===== src/rtl/tlul_uart_host_bridge.sv =====
// Byte-stream command bridge: turns host read/write commands arriving on a UART
// byte channel into single-beat TL-UL requests and serialises the responses back.
module tlul_uart_host_bridge #(
    parameter int W              = 4,
    parameter int A              = 32,
    parameter int Z              = 4,
    parameter int O              = 5,
    parameter int I              = 5,
    parameter int SOURCE_ID      = 0,
    parameter int TIMEOUT_CYCLES = 100000
) (
    input  logic           CLK,
    input  logic           RST_N,
    input  logic [7:0]     rx_data,
    input  logic           rx_valid,
    output logic           rx_ready,
    output logic [7:0]     tx_data,
    output logic           tx_valid,
    input  logic           tx_ready,
    output logic [2:0]     a_opcode,
    output logic [2:0]     a_param,
    output logic [Z-1:0]   a_size,
    output logic [O-1:0]   a_source,
    output logic [A-1:0]   a_address,
    output logic [W-1:0]   a_mask,
    output logic [8*W-1:0] a_data,
    output logic           a_valid,
    input  logic           a_ready,
    input  logic [2:0]     d_opcode,
    input  logic [1:0]     d_param,
    input  logic [Z-1:0]   d_size,
    input  logic [O-1:0]   d_source,
    input  logic [I-1:0]   d_sink,
    input  logic [8*W-1:0] d_data,
    input  logic           d_error,
    input  logic           d_valid,
    output logic           d_ready
);

    localparam int TW = $clog2(TIMEOUT_CYCLES);
    localparam int DW = 8 * W;

    localparam logic [7:0] CMD_READ   = 8'h52;
    localparam logic [7:0] CMD_WRITE  = 8'h57;
    localparam logic [7:0] ST_OK      = 8'h00;
    localparam logic [7:0] ST_ERROR   = 8'h01;
    localparam logic [7:0] ST_OPCODE  = 8'h02;
    localparam logic [7:0] NAK_BYTE   = 8'h3F;

    localparam logic [2:0] OP_PUT_FULL = 3'd0;
    localparam logic [2:0] OP_GET      = 3'd4;
    localparam logic [2:0] OP_ACK      = 3'd0;
    localparam logic [2:0] OP_ACK_DATA = 3'd1;

    typedef enum logic [2:0] {
        S_IDLE,
        S_ADDR,
        S_DATA,
        S_A_REQ,
        S_D_WAIT,
        S_RESP_STATUS,
        S_RESP_DATA,
        S_NAK
    } state_t;

    state_t          state_q, state_d;
    logic            is_write_q;
    logic [31:0]     addr_q;
    logic [DW-1:0]   wdata_q;
    logic [DW-1:0]   rdata_q;
    logic [7:0]      status_q;
    logic [2:0]      byte_cnt_q;
    logic [TW-1:0]   tmo_q;

    logic            rx_fire;
    logic            tmo_hit;
    logic            addr_last;
    logic            data_last;
    logic [7:0]      d_status;

    // D-channel fields the bridge does not interpret.
    logic unused_d;
    assign unused_d = ^{d_param, d_size, d_source, d_sink};

    assign rx_fire   = rx_valid & rx_ready;
    assign tmo_hit   = (tmo_q == TW'(TIMEOUT_CYCLES - 1));
    assign addr_last = (byte_cnt_q == 3'd3);
    assign data_last = (byte_cnt_q == 3'(W - 1));

    always_comb begin
        if (d_error)
            d_status = ST_ERROR;
        else if (d_opcode != (is_write_q ? OP_ACK : OP_ACK_DATA))
            d_status = ST_OPCODE;
        else
            d_status = ST_OK;
    end

    always_comb begin
        // NOTE: every output gets a default before the case so no path leaves one unassigned (no latches).
        state_d   = state_q;
        rx_ready  = 1'b0;
        tx_valid  = 1'b0;
        tx_data   = 8'h00;
        a_valid   = 1'b0;
        a_opcode  = 3'd0;
        a_param   = 3'd0;
        a_size    = '0;
        a_source  = '0;
        a_address = '0;
        a_mask    = '0;
        a_data    = '0;
        d_ready   = 1'b0;

        case (state_q)
            S_IDLE: begin
                rx_ready = 1'b1;
                if (rx_valid)
                    state_d = (rx_data == CMD_READ || rx_data == CMD_WRITE) ? S_ADDR : S_NAK;
            end
            S_ADDR: begin
                rx_ready = 1'b1;
                if (rx_valid) begin
                    if (addr_last)
                        state_d = is_write_q ? S_DATA : S_A_REQ;
                end else if (tmo_hit) begin
                    state_d = S_IDLE;
                end
            end
            S_DATA: begin
                rx_ready = 1'b1;
                if (rx_valid) begin
                    if (data_last)
                        state_d = S_A_REQ;
                end else if (tmo_hit) begin
                    state_d = S_IDLE;
                end
            end
            S_A_REQ: begin
                a_valid   = 1'b1;
                a_opcode  = is_write_q ? OP_PUT_FULL : OP_GET;
                a_size    = Z'($clog2(W));
                a_source  = O'(SOURCE_ID);
                a_address = addr_q[A-1:0];
                a_mask    = '1;
                a_data    = is_write_q ? wdata_q : '0;
                if (a_ready)
                    state_d = S_D_WAIT;
            end
            S_D_WAIT: begin
                d_ready = 1'b1;
                if (d_valid)
                    state_d = S_RESP_STATUS;
            end
            S_RESP_STATUS: begin
                tx_valid = 1'b1;
                tx_data  = status_q;
                if (tx_ready)
                    state_d = (status_q == ST_OK && !is_write_q) ? S_RESP_DATA : S_IDLE;
            end
            S_RESP_DATA: begin
                tx_valid = 1'b1;
                tx_data  = rdata_q[{byte_cnt_q, 3'b000} +: 8];
                if (tx_ready && data_last)
                    state_d = S_IDLE;
            end
            S_NAK: begin
                tx_valid = 1'b1;
                tx_data  = NAK_BYTE;
                if (tx_ready)
                    state_d = S_IDLE;
            end
            default: state_d = S_IDLE;
        endcase
    end

    // NOTE: sequential state uses non-blocking assignments so every register samples pre-edge values.
    always_ff @(posedge CLK or negedge RST_N) begin
        if (!RST_N) begin
            state_q    <= S_IDLE;
            is_write_q <= 1'b0;
            addr_q     <= '0;
            wdata_q    <= '0;
            rdata_q    <= '0;
            status_q   <= 8'h00;
            byte_cnt_q <= '0;
            tmo_q      <= '0;
        end else begin
            state_q <= state_d;
            case (state_q)
                S_IDLE: begin
                    if (rx_fire) begin
                        is_write_q <= (rx_data == CMD_WRITE);
                        byte_cnt_q <= '0;
                        tmo_q      <= '0;
                    end
                end
                S_ADDR: begin
                    if (rx_fire) begin
                        addr_q     <= {addr_q[23:0], rx_data};
                        byte_cnt_q <= addr_last ? 3'd0 : byte_cnt_q + 3'd1;
                        tmo_q      <= '0;
                    end else begin
                        tmo_q <= tmo_hit ? '0 : tmo_q + 1'b1;
                    end
                end
                S_DATA: begin
                    if (rx_fire) begin
                        wdata_q[{byte_cnt_q, 3'b000} +: 8] <= rx_data;
                        byte_cnt_q <= data_last ? 3'd0 : byte_cnt_q + 3'd1;
                        tmo_q      <= '0;
                    end else begin
                        tmo_q <= tmo_hit ? '0 : tmo_q + 1'b1;
                    end
                end
                S_D_WAIT: begin
                    if (d_valid) begin
                        rdata_q    <= d_data;
                        status_q   <= d_status;
                        byte_cnt_q <= '0;
                    end
                end
                S_RESP_DATA: begin
                    if (tx_ready)
                        byte_cnt_q <= byte_cnt_q + 3'd1;
                end
                default: ;
            endcase
        end
    end

endmodule

===== config.mk =====
export PLATFORM = sky130hd
export DESIGN_NAME = tlul_uart_host_bridge
export DESIGN_NICKNAME = d
export VERILOG_FILES = /design/src/rtl/tlul_uart_host_bridge.sv
export SDC_FILE = /design/constraint.sdc
export NUM_CORES = 1
export LEC_CHECK = 0
export BUFFER_PORTS_ARGS = -buffer_cell sky130_fd_sc_hd__buf_2
export CAP_MARGIN = 10
export CORE_UTILIZATION = 55
export DETAILED_ROUTE_END_ITERATION = 12
export PLACE_DENSITY = 0.85
export SYNTH_ARGS = -nofsm -noshare
export SYNTH_HDL_FRONTEND = slang
export SYNTH_SLANG_ARGS = --single-unit
export TNS_END_PERCENT = 10

===== constraint.sdc =====
create_clock -name CLK -period 5.28 [get_ports CLK]
set_input_delay 0.264 -clock CLK [delete_from_list [all_inputs] [get_ports CLK]]
set_output_delay 0.264 -clock CLK [all_outputs]
set_load 0.02 [all_outputs]

# ---- Yosys cells after proc, flatten, opt, wreduce, memory -nomap -nowiden
# Index checks and enable logic that the tools add are counted.
dict set report op_classes {
  shifts 3
  n_eq_ne 23
  bitwise_logic 1
  muxes 41
  n_addsub 3
  n_reduce_logical 18
}
# operator count
set op_table {}
lappend op_table {{$mux W32} 3}
lappend op_table {{$mux W3} 20}
lappend op_table {{$mux W17} 3}
lappend op_table {{$pmux W17 S2} 1}
lappend op_table {{$bwmux W32} 1}
lappend op_table {{$shift A8 B8 Y32 const A} 1}
lappend op_table {{$shiftx A32 B7 Y8} 1}
lappend op_table {{$shiftx A8 B8 Y32} 1}
lappend op_table {{$pmux W3 S8} 1}
lappend op_table {{$pmux W8 S3} 1}
lappend op_table {{$add A17 B1 Y17 const B} 1}
lappend op_table {{$eq A17 B17 Y1 const B} 1}
lappend op_table {{$eq A8 B7 Y1 const B} 2}
lappend op_table {{$ne A2 B2 Y1 const B} 8}
lappend op_table {{$eq A3 B3 Y1 const B} 4}
lappend op_table {{$pmux W3 S4} 1}
lappend op_table {{$reduce_and A2 Y1} 5}
lappend op_table {{$eq A3 B2 Y1 const B} 3}
lappend op_table {{$logic_not A8 Y1} 1}
lappend op_table {{$mux W8} 1}
lappend op_table {{$neg A6 Y8} 1}
lappend op_table {{$reduce_and A8 Y1} 1}
lappend op_table {{$mux W1} 6}
lappend op_table {{$ne A3 B3 Y1 const B} 2}
lappend op_table {{16 further kinds} 19}
dict set report word_totals {
  elab_cells 97
  out_inout_bits 95
  ff_bits 128
}

# ---- Depth between registers and ports, before layout
# Gate-level depths: netlist (run 1).
dict set report logic_depth {
  word_depth 6
  ltp_mapped 10
  ltp_nobuf 7
}

# ---- Least setup slack after synthesis (run 1)
# OpenSTA, ideal clock, no wires.
dict set report synth_timing {
  kind {register to register}
  startpoint {register byte_cnt_q[0]}
  endpoint {register wdata_q[6]}
  required_time_ns 5.163
  path_slack_ns 3.258
  path_stages_with_launch 10
  synth_period_minus_slack_ns 2.022
  path_buffers 2
  arrival_time_ns 1.905
  path_cell_list {dfrtp_1 inv_1 ha_1 ha_1 nand3b_1 or4_1 buf_2 buf_6 nand2_1 o21ai_2}
}
dict set report synth_between {
  elab_chain_len 3
}
# element line_no
set synth_rtl {}
lappend synth_rtl {{from (decl)} 72} ;# logic [2:0] byte_cnt_q;
lappend synth_rtl {{from (signal assigned)} 201} ;# byte_cnt_q <= addr_last ? 3'd0 : byte_cnt_q + 3'd1;
lappend synth_rtl {{from (signal assigned)} 210} ;# byte_cnt_q <= data_last ? 3'd0 : byte_cnt_q + 3'd1;
lappend synth_rtl {{from (signal assigned)} 225} ;# byte_cnt_q <= byte_cnt_q + 3'd1;
lappend synth_rtl {{$neg A6 Y8 *} 209} ;# wdata_q[{byte_cnt_q, 3'b000} +: 8] <= rx_data;
lappend synth_rtl {{$shiftx A8 B8 Y32 / $shift A8 B8 Y32 (equally long branches)} 209}
lappend synth_rtl {{$bwmux W32 *} 209}
lappend synth_rtl {{to (signal, indexed assignment)} 209}
lappend synth_rtl {{to (decl)} 69} ;# logic [DW-1:0] wdata_q;
# Every way passes the cells marked *; elsewhere a longest branch is shown, timed or not.
# A chain may end at the register's enable or synchronous reset.

# ---- Worst setup path in the final report (run 1)
dict set report layout_timing {
  startpoint {register state_q[0]}
  endpoint {output a_data[15]}
}
dict set report layout_between {
  elab_chain_len 2
}
# element line_no
set layout_rtl {}
lappend layout_rtl {{from (decl)} 66} ;# state_t state_q, state_d;
lappend layout_rtl {{from (signal assigned)} 189} ;# state_q <= state_d;
lappend layout_rtl {{$eq A3 B2 Y1} 115} ;# case (state_q)
lappend layout_rtl {{$mux W32} 115}
lappend layout_rtl {{to (decl)} 26} ;# output logic [8*W-1:0] a_data,
# No other way between the ends.

==> results of run 1 <==
## cell families (layout without fill, tap and decap cells)
family / Yosys count / after routing / share of synthesized area [%]
xor gates and xnor gates: 14 / 14 / 1.978
AOI/OAI and AO/OA: 60 / 60 / 5.873
and+or+nand+nor: 198 / 198 / 17.96
adders and majority gates: 6 / 6 / 1.211
muxes: 92 / 92 / 18.14
buffers and inverters: 59 / 208 / 5.530
DFF: 122 / 122 / 49.24
other: 1 / 13 / 0.06049
## sequential cells by signal (all words and copies together), names as in the netlist
name,flops
addr_q,32
rdata_q,32
wdata_q,32
tmo_q,17
byte_cnt_q,3
state_q,3
status_q,2
is_write_q,1
## layer usage
metal	vias to the layer above	part of all wire, %
li1	2205	-
met4	0	2.8
met1	2371	41
met5	-	0
met3	34	4.1
met2	158	52
## placed cells by master (no fill, tap or decap), types with 4 or more instances in the layout
cell	n
o21ai_1	8
dlygate4sd3_1	33
ha_1	6
nor3_1	11
a21o_1	4
dfrtp_1	122
clkbuf_16	16
and3_1	36
nand3_1	6
a21oi_1	15
mux2_2	83
buf_4	4
mux4_2	8
xnor2_1	12
buf_2	130
and2_1	32
conb_1	13
o21ai_0	17
nor2b_1	4
inv_1	7
nor2_1	29
clkbuf_8	4
nand2_1	47
## worst max-delay path by stage
stage | end
final | a_data[15]
after global routing | a_data[15]
after CTS | a_data[15]
after detailed placement | wdata_q[18]
after global placement | wdata_q[6]
after floorplan | wdata_q[6]
## worst max-delay path, cell delays in order (launching register included)
cell and delay [ns]:
dfrtp_1 0.74, nand2_1 0.28, nor2_4 0.94, and3_1 0.31, buf_2 0.18
## layout make-up
type | instances | share of cell area [%]
clock inverters | 9 | 1.156
well taps | 140 | 2.279
repair buffers | 167 | 13.15
clock buffers | 23 | 6.071
multi-input cells | 383 | 37.19
inverters | 9 | 0.4395
flip-flops and latches | 122 | 39.71
## where the power goes
part	internal (mW)	switching [mW]	leakage, nW
Clock	0.663	0.408	0.265
Combinational	0.647	0.710	1.96
Sequential	1.28	0.281	1.57
Total	2.59	1.40	3.79
## through the flow
step	total power [mW]	hold WS, ns	setup slack [ns]
2_1_floorplan	2.573	-0.03159	3.258
3_3_place_gp	2.801	0.3520	2.488
3_5_place_dp	2.887	0.3678	2.383
4_1_cts	3.997	0.004879	2.053
5_1_grt	4.224	0.02145	1.855
6_report	3.985	0.01739	2.054
## what timing repair did
action                    4_1_cts  5_1_grt
hold endpoints to repair       90        0
hold buffers                   33        0
buffers inserted                0        0
==> impl_metrics.yaml, run 1 <==
run_status:
  status: "completed"
die:
  dieArea_um2: 11700
  die_h_um: 108.2
  num_io_pins: 161
  die_w_um: 108.2
  core_area_um2: 10890
  core.rowCount: 38
  start_util_pct: 56.94
global_routing:
  grt.total_usage_pct: 25.90
  gr-total-overflow: 0
  met3_usage_pct: 4.882
  met2_usage_pct: 42.40
  antenna_found_initial: 0
  grt_pass1_wl_um: 23120
  grt.met1_usage_pct: 32.84
  grt-busiest-layer: "met2"
  grt_max_degree: 72
  grt_pass1_vias: 4774
synth:
  synth_most_common_cell: "dfrtp_1"
  syn_avg_cell_area_um2: 11.23
  ys.flop_type: "dfrtp_1"
  syn_area_um2: 6200
  synth_top_area_share_pct: 49.24
  yosys_warnings: 0
  ys_ff_latch: 122
  synthDistinctLibCells: 53
  synthTopCellsByCount: "dfrtp_1 (122), mux2_2 (83), nand2_1 (47)"
  synth_edf_count: 0
  syn_inst: 552
  synth_area_leader_cell: "dfrtp_1"
  async_reset_ff_share_pct: 100.0
  yosysSeqAreaShare_pct: 49.24
  synth_area_leaders: "dfrtp_1 (49%), mux2_2 (15%), and3_1 (3.6%), and2_1 (3.2%), mux4_2 (2.9%)"
final_layout:
  multi_input_area_um2: 2859
  fin_area_um2: 7687
  ff_latch_area_um2: 3053
  num_antenna_cells: 0
  stdcell_count: 853
  fin_util_pct: 70.60
  fillers: 747
  fin_nets: 772
  area_delta_synth_final_pct: 24.00
  layout-drive-gt1-share_pct: 38.01
clock_network:
  cts_tree: "yes"
  cts-root-buf: "clkbuf_8"
  cts_made_buffers: 17
  htreeDepth: 4
  clkSlewWorstSetupHoldPaths_ns: 0.05
  cts_sinks: 122
  max-clock-path-buffers: 2
  cts.repair.resized: 0
  worstSkewPairLatency_ns: 0.52
placement:
  port-buffer-count: 131
  place_hpwl_um: 9236
  placed_area_um2: 6802
  placedCellCount: 788
  globalplace.congestion: 0.8239
detailed_routing:
  vias: 4768
  drtIter0Drc: 383
  wire_per_inst_um: 16.82
  wl_um: 14350
  ant_nets: 0
  drc: 0
  vias_per_cell: 5.590
  drt_pass1_iterations: 5
setup_path:
  critPathMaxFanout: 71
  crit_start: "state_q[0]"
  r2r_start: "byte_cnt_q[0]"
  crit_path_end_kind: "output port"
  reg2reg_slack_ns: 2.37
  critPathLaunchType: "flip-flop"
  worst-r2r-cell-count: 6
  required_ns: 5.02
  critPathKind: "flip-flop to output port"
  critPathArrivalTime_ns: 2.96
  worstReg2RegEnd: "wdata_q[18]"
power_and_ir_drop:
  ir_drop_v: 0.0003413
  leakage_nw: 3.790
  power.density_nw_per_um2: 518.4
flow_run:
  drv_cap: 0
sta:
  fin_skew_ns: 0.006768
  min_period_ns: 3.226
  hold_violations: 0
  worst_pin_slew_ns: 1.169
  finalSetupViolCount: 0
  rsz0062_at_grt: "false"
  drv_slew: 0
  relSlewSlack_pct: 21.91
  finalSetupTns_ns: 0
  period_share_pct: 61.10
  fmax_mhz: 310.0
worst_hold_path:
  hold_path_depth: 2
  hold_path_class: "primary input to flip-flop"
  holdPathEnd: "status_q[0]"
  hp-start: "d_error"
Note: power is estimated with default switching activity, not from simulation.
==> inputs of run 2 (changes only) <==
CORE_UTILIZATION = 48   (was 55)
PLACE_DENSITY = 0.78   (was 0.85)
clock period = 2.9 ns   (was 5.28 ns; I/O delays follow)
==> run 2 against run 1 <==
Net effect:
- sequential share of layout area fell by 0.59 points
- sequential power rose by 80%
- highest routed layer unchanged
- hold slack improved by 0.033 ns
- flip-flop and latch count did not move
==> impl_metrics.yaml, run 2 (synthesized netlist as in run 1, its figures left out) <==
setup_path:
  critPathArrivalTime_ns: 2.78
  critPathMaxFanout: 16
  crit_path_end_kind: "flip-flop"
  critPathKind: "flip-flop to flip-flop"
  required_ns: 3.17
  critPathLaunchType: "flip-flop"
die:
  core_area_um2: 12620
  die_w_um: 115.7
  start_util_pct: 49.13
  die_h_um: 115.7
  core.rowCount: 41
  num_io_pins: 161
  dieArea_um2: 13370
sta:
  worst_pin_slew_ns: 0.9999
  finalSetupTns_ns: 0
  drv_slew: 0
  fin_skew_ns: 0.005982
  relSlewSlack_pct: 33.34
  fin_ws_ns: 0.3896
  min_period_ns: 2.510
  period_share_pct: 86.56
  finalSetupViolCount: 0
  hold_violations: 0
  rsz0062_at_grt: "false"
  fmax_mhz: 398.3
detailed_routing:
  wire_per_inst_um: 15.98
  vias: 4688
  wl_um: 14210
  drtIter0Drc: 338
  vias_per_cell: 5.273
  drt_pass1_iterations: 4
  ant_nets: 0
  drc: 0
power_and_ir_drop:
  power.density_nw_per_um2: 942.5
  leakage_nw: 3.832
  total_power_mw: 7.354
  ir_drop_v: 0.0005723
clock_network:
  clkSlewWorstSetupHoldPaths_ns: 0.05
  cts_made_buffers: 17
  cts-root-buf: "clkbuf_16"
  cts.repair.resized: 0
  max-clock-path-buffers: 2
  worstSkewPairLatency_ns: 0.41
  cts_tree: "yes"
  htreeDepth: 4
  cts_sinks: 122
placement:
  port-buffer-count: 131
  globalplace.congestion: 0.8268
  placedCellCount: 825
  pre_cts_slack_ns: 0.4265
  place_hpwl_um: 9539
  placed_area_um2: 6892
flow_run:
  drv_cap: 0
final_layout:
  final_cell_mix: "buf_2 (130), dfrtp_1 (122), mux2_2 (83), nand2_1 (47), and3_1 (36)"
  final_common_cell: "buf_2"
  fin_nets: 778
  layout-drive-gt1-share_pct: 38.27
  stdcell_count: 889
  fin_area_um2: 7802
  fillers: 1016
  reg_top3: "addr_q x32, rdata_q x32, wdata_q x32"
  area_delta_synth_final_pct: 25.85
run_status:
  status: "completed"
global_routing:
  grt_pass1_vias: 4624
  gr-total-overflow: 0
  grt_pass1_wl_um: 22990
  antenna_found_initial: 0
  grt.total_usage_pct: 22.68
  grt_max_degree: 74
worst_hold_path:
  hold_path_class: "primary input to flip-flop"
[run 2: changes by cell type in the layout (fill, tap and decap cells not counted), sizes merged]
cell         delta
buf             +5
inv             -2
bufinv          +1
clkbuf          -1
clkinvlp        -1
diode           +1
dlygate4sd3     +1
[run 2: path summary, 6_finish.rpt]
| check | start | endpoint | slack [ns] | cells after the start |
|---|---|---|---|---|
| max | byte_cnt_q[1] | wdata_q[3] | 0.39 | 7 |
| min | rx_data[7] | wdata_q[23] | 0.05 | 3 |
| max reg2reg | byte_cnt_q[1] | wdata_q[3] | 0.39 | 7 |
| min reg2reg | wdata_q[19] | wdata_q[19] | 0.48 | 2 |
| max in group asynchronous | RST_N | state_q[1] | 1.76 | 3 |
| min in group asynchronous | RST_N | addr_q[27] | 0.32 | 2 |
[run 2: final cells by class]
type                            instances  area [µm²]  share of cell area [%]
Tap cell                              172       215.2                   2.758
Clock buffer                           22       474.2                   6.078
Multi-Input combinational cell        383        2859                   36.64
Clock inverter                          7       93.84                   1.203
Inverter                                9       33.78                  0.4330
Antenna cell                            1       2.502                 0.03207
Sequential cell                       122        3053                   39.13
Timing Repair Buffer                  173        1071                   13.73
[run 2: power by group]
part           internal (mW)  switching [mW]
sequential              2.33           0.489
combinational           1.21            1.30
clock                   1.31           0.713
total                   4.85            2.50
[run 2: what timing repair did]
item | in CTS | in global routing
hold endpoints to repair | 82 | 0
buffers inserted | 0 | 0
hold buffers | 34 | 0
[run 2: worst max-delay path, cell delays in order (launching register included)]
cell	delay, ns
dfrtp_1	0.64
inv_1	0.14
ha_1	0.21
ha_1	0.29
nand3b_1	0.15
or4_1	0.67
nand2_1	0.17
o21ai_1	0.09
[run 2: stage by stage]
stage                     utilization [%]  hold slack [ns]
after floorplan                         -          -0.1506
after global placement              54.61           0.1917
after detailed placement            54.61           0.2071
after CTS                           61.81          0.02707
after global routing                61.81          0.04875
final                               61.83          0.05001
[run 2: metal layers]
| layer | part of all wire [%] | vias up | GRT usage (%) |
|---|---|---|---|
| met5 | 0 | - | 0 |
| met4 | 2.0 | 0 | 11.88 |
| met3 | 3.4 | 24 | 4.550 |
| met2 | 53 | 126 | 37.60 |
| met1 | 42 | 2323 | 28.19 |
| li1 | - | 2215 | - |
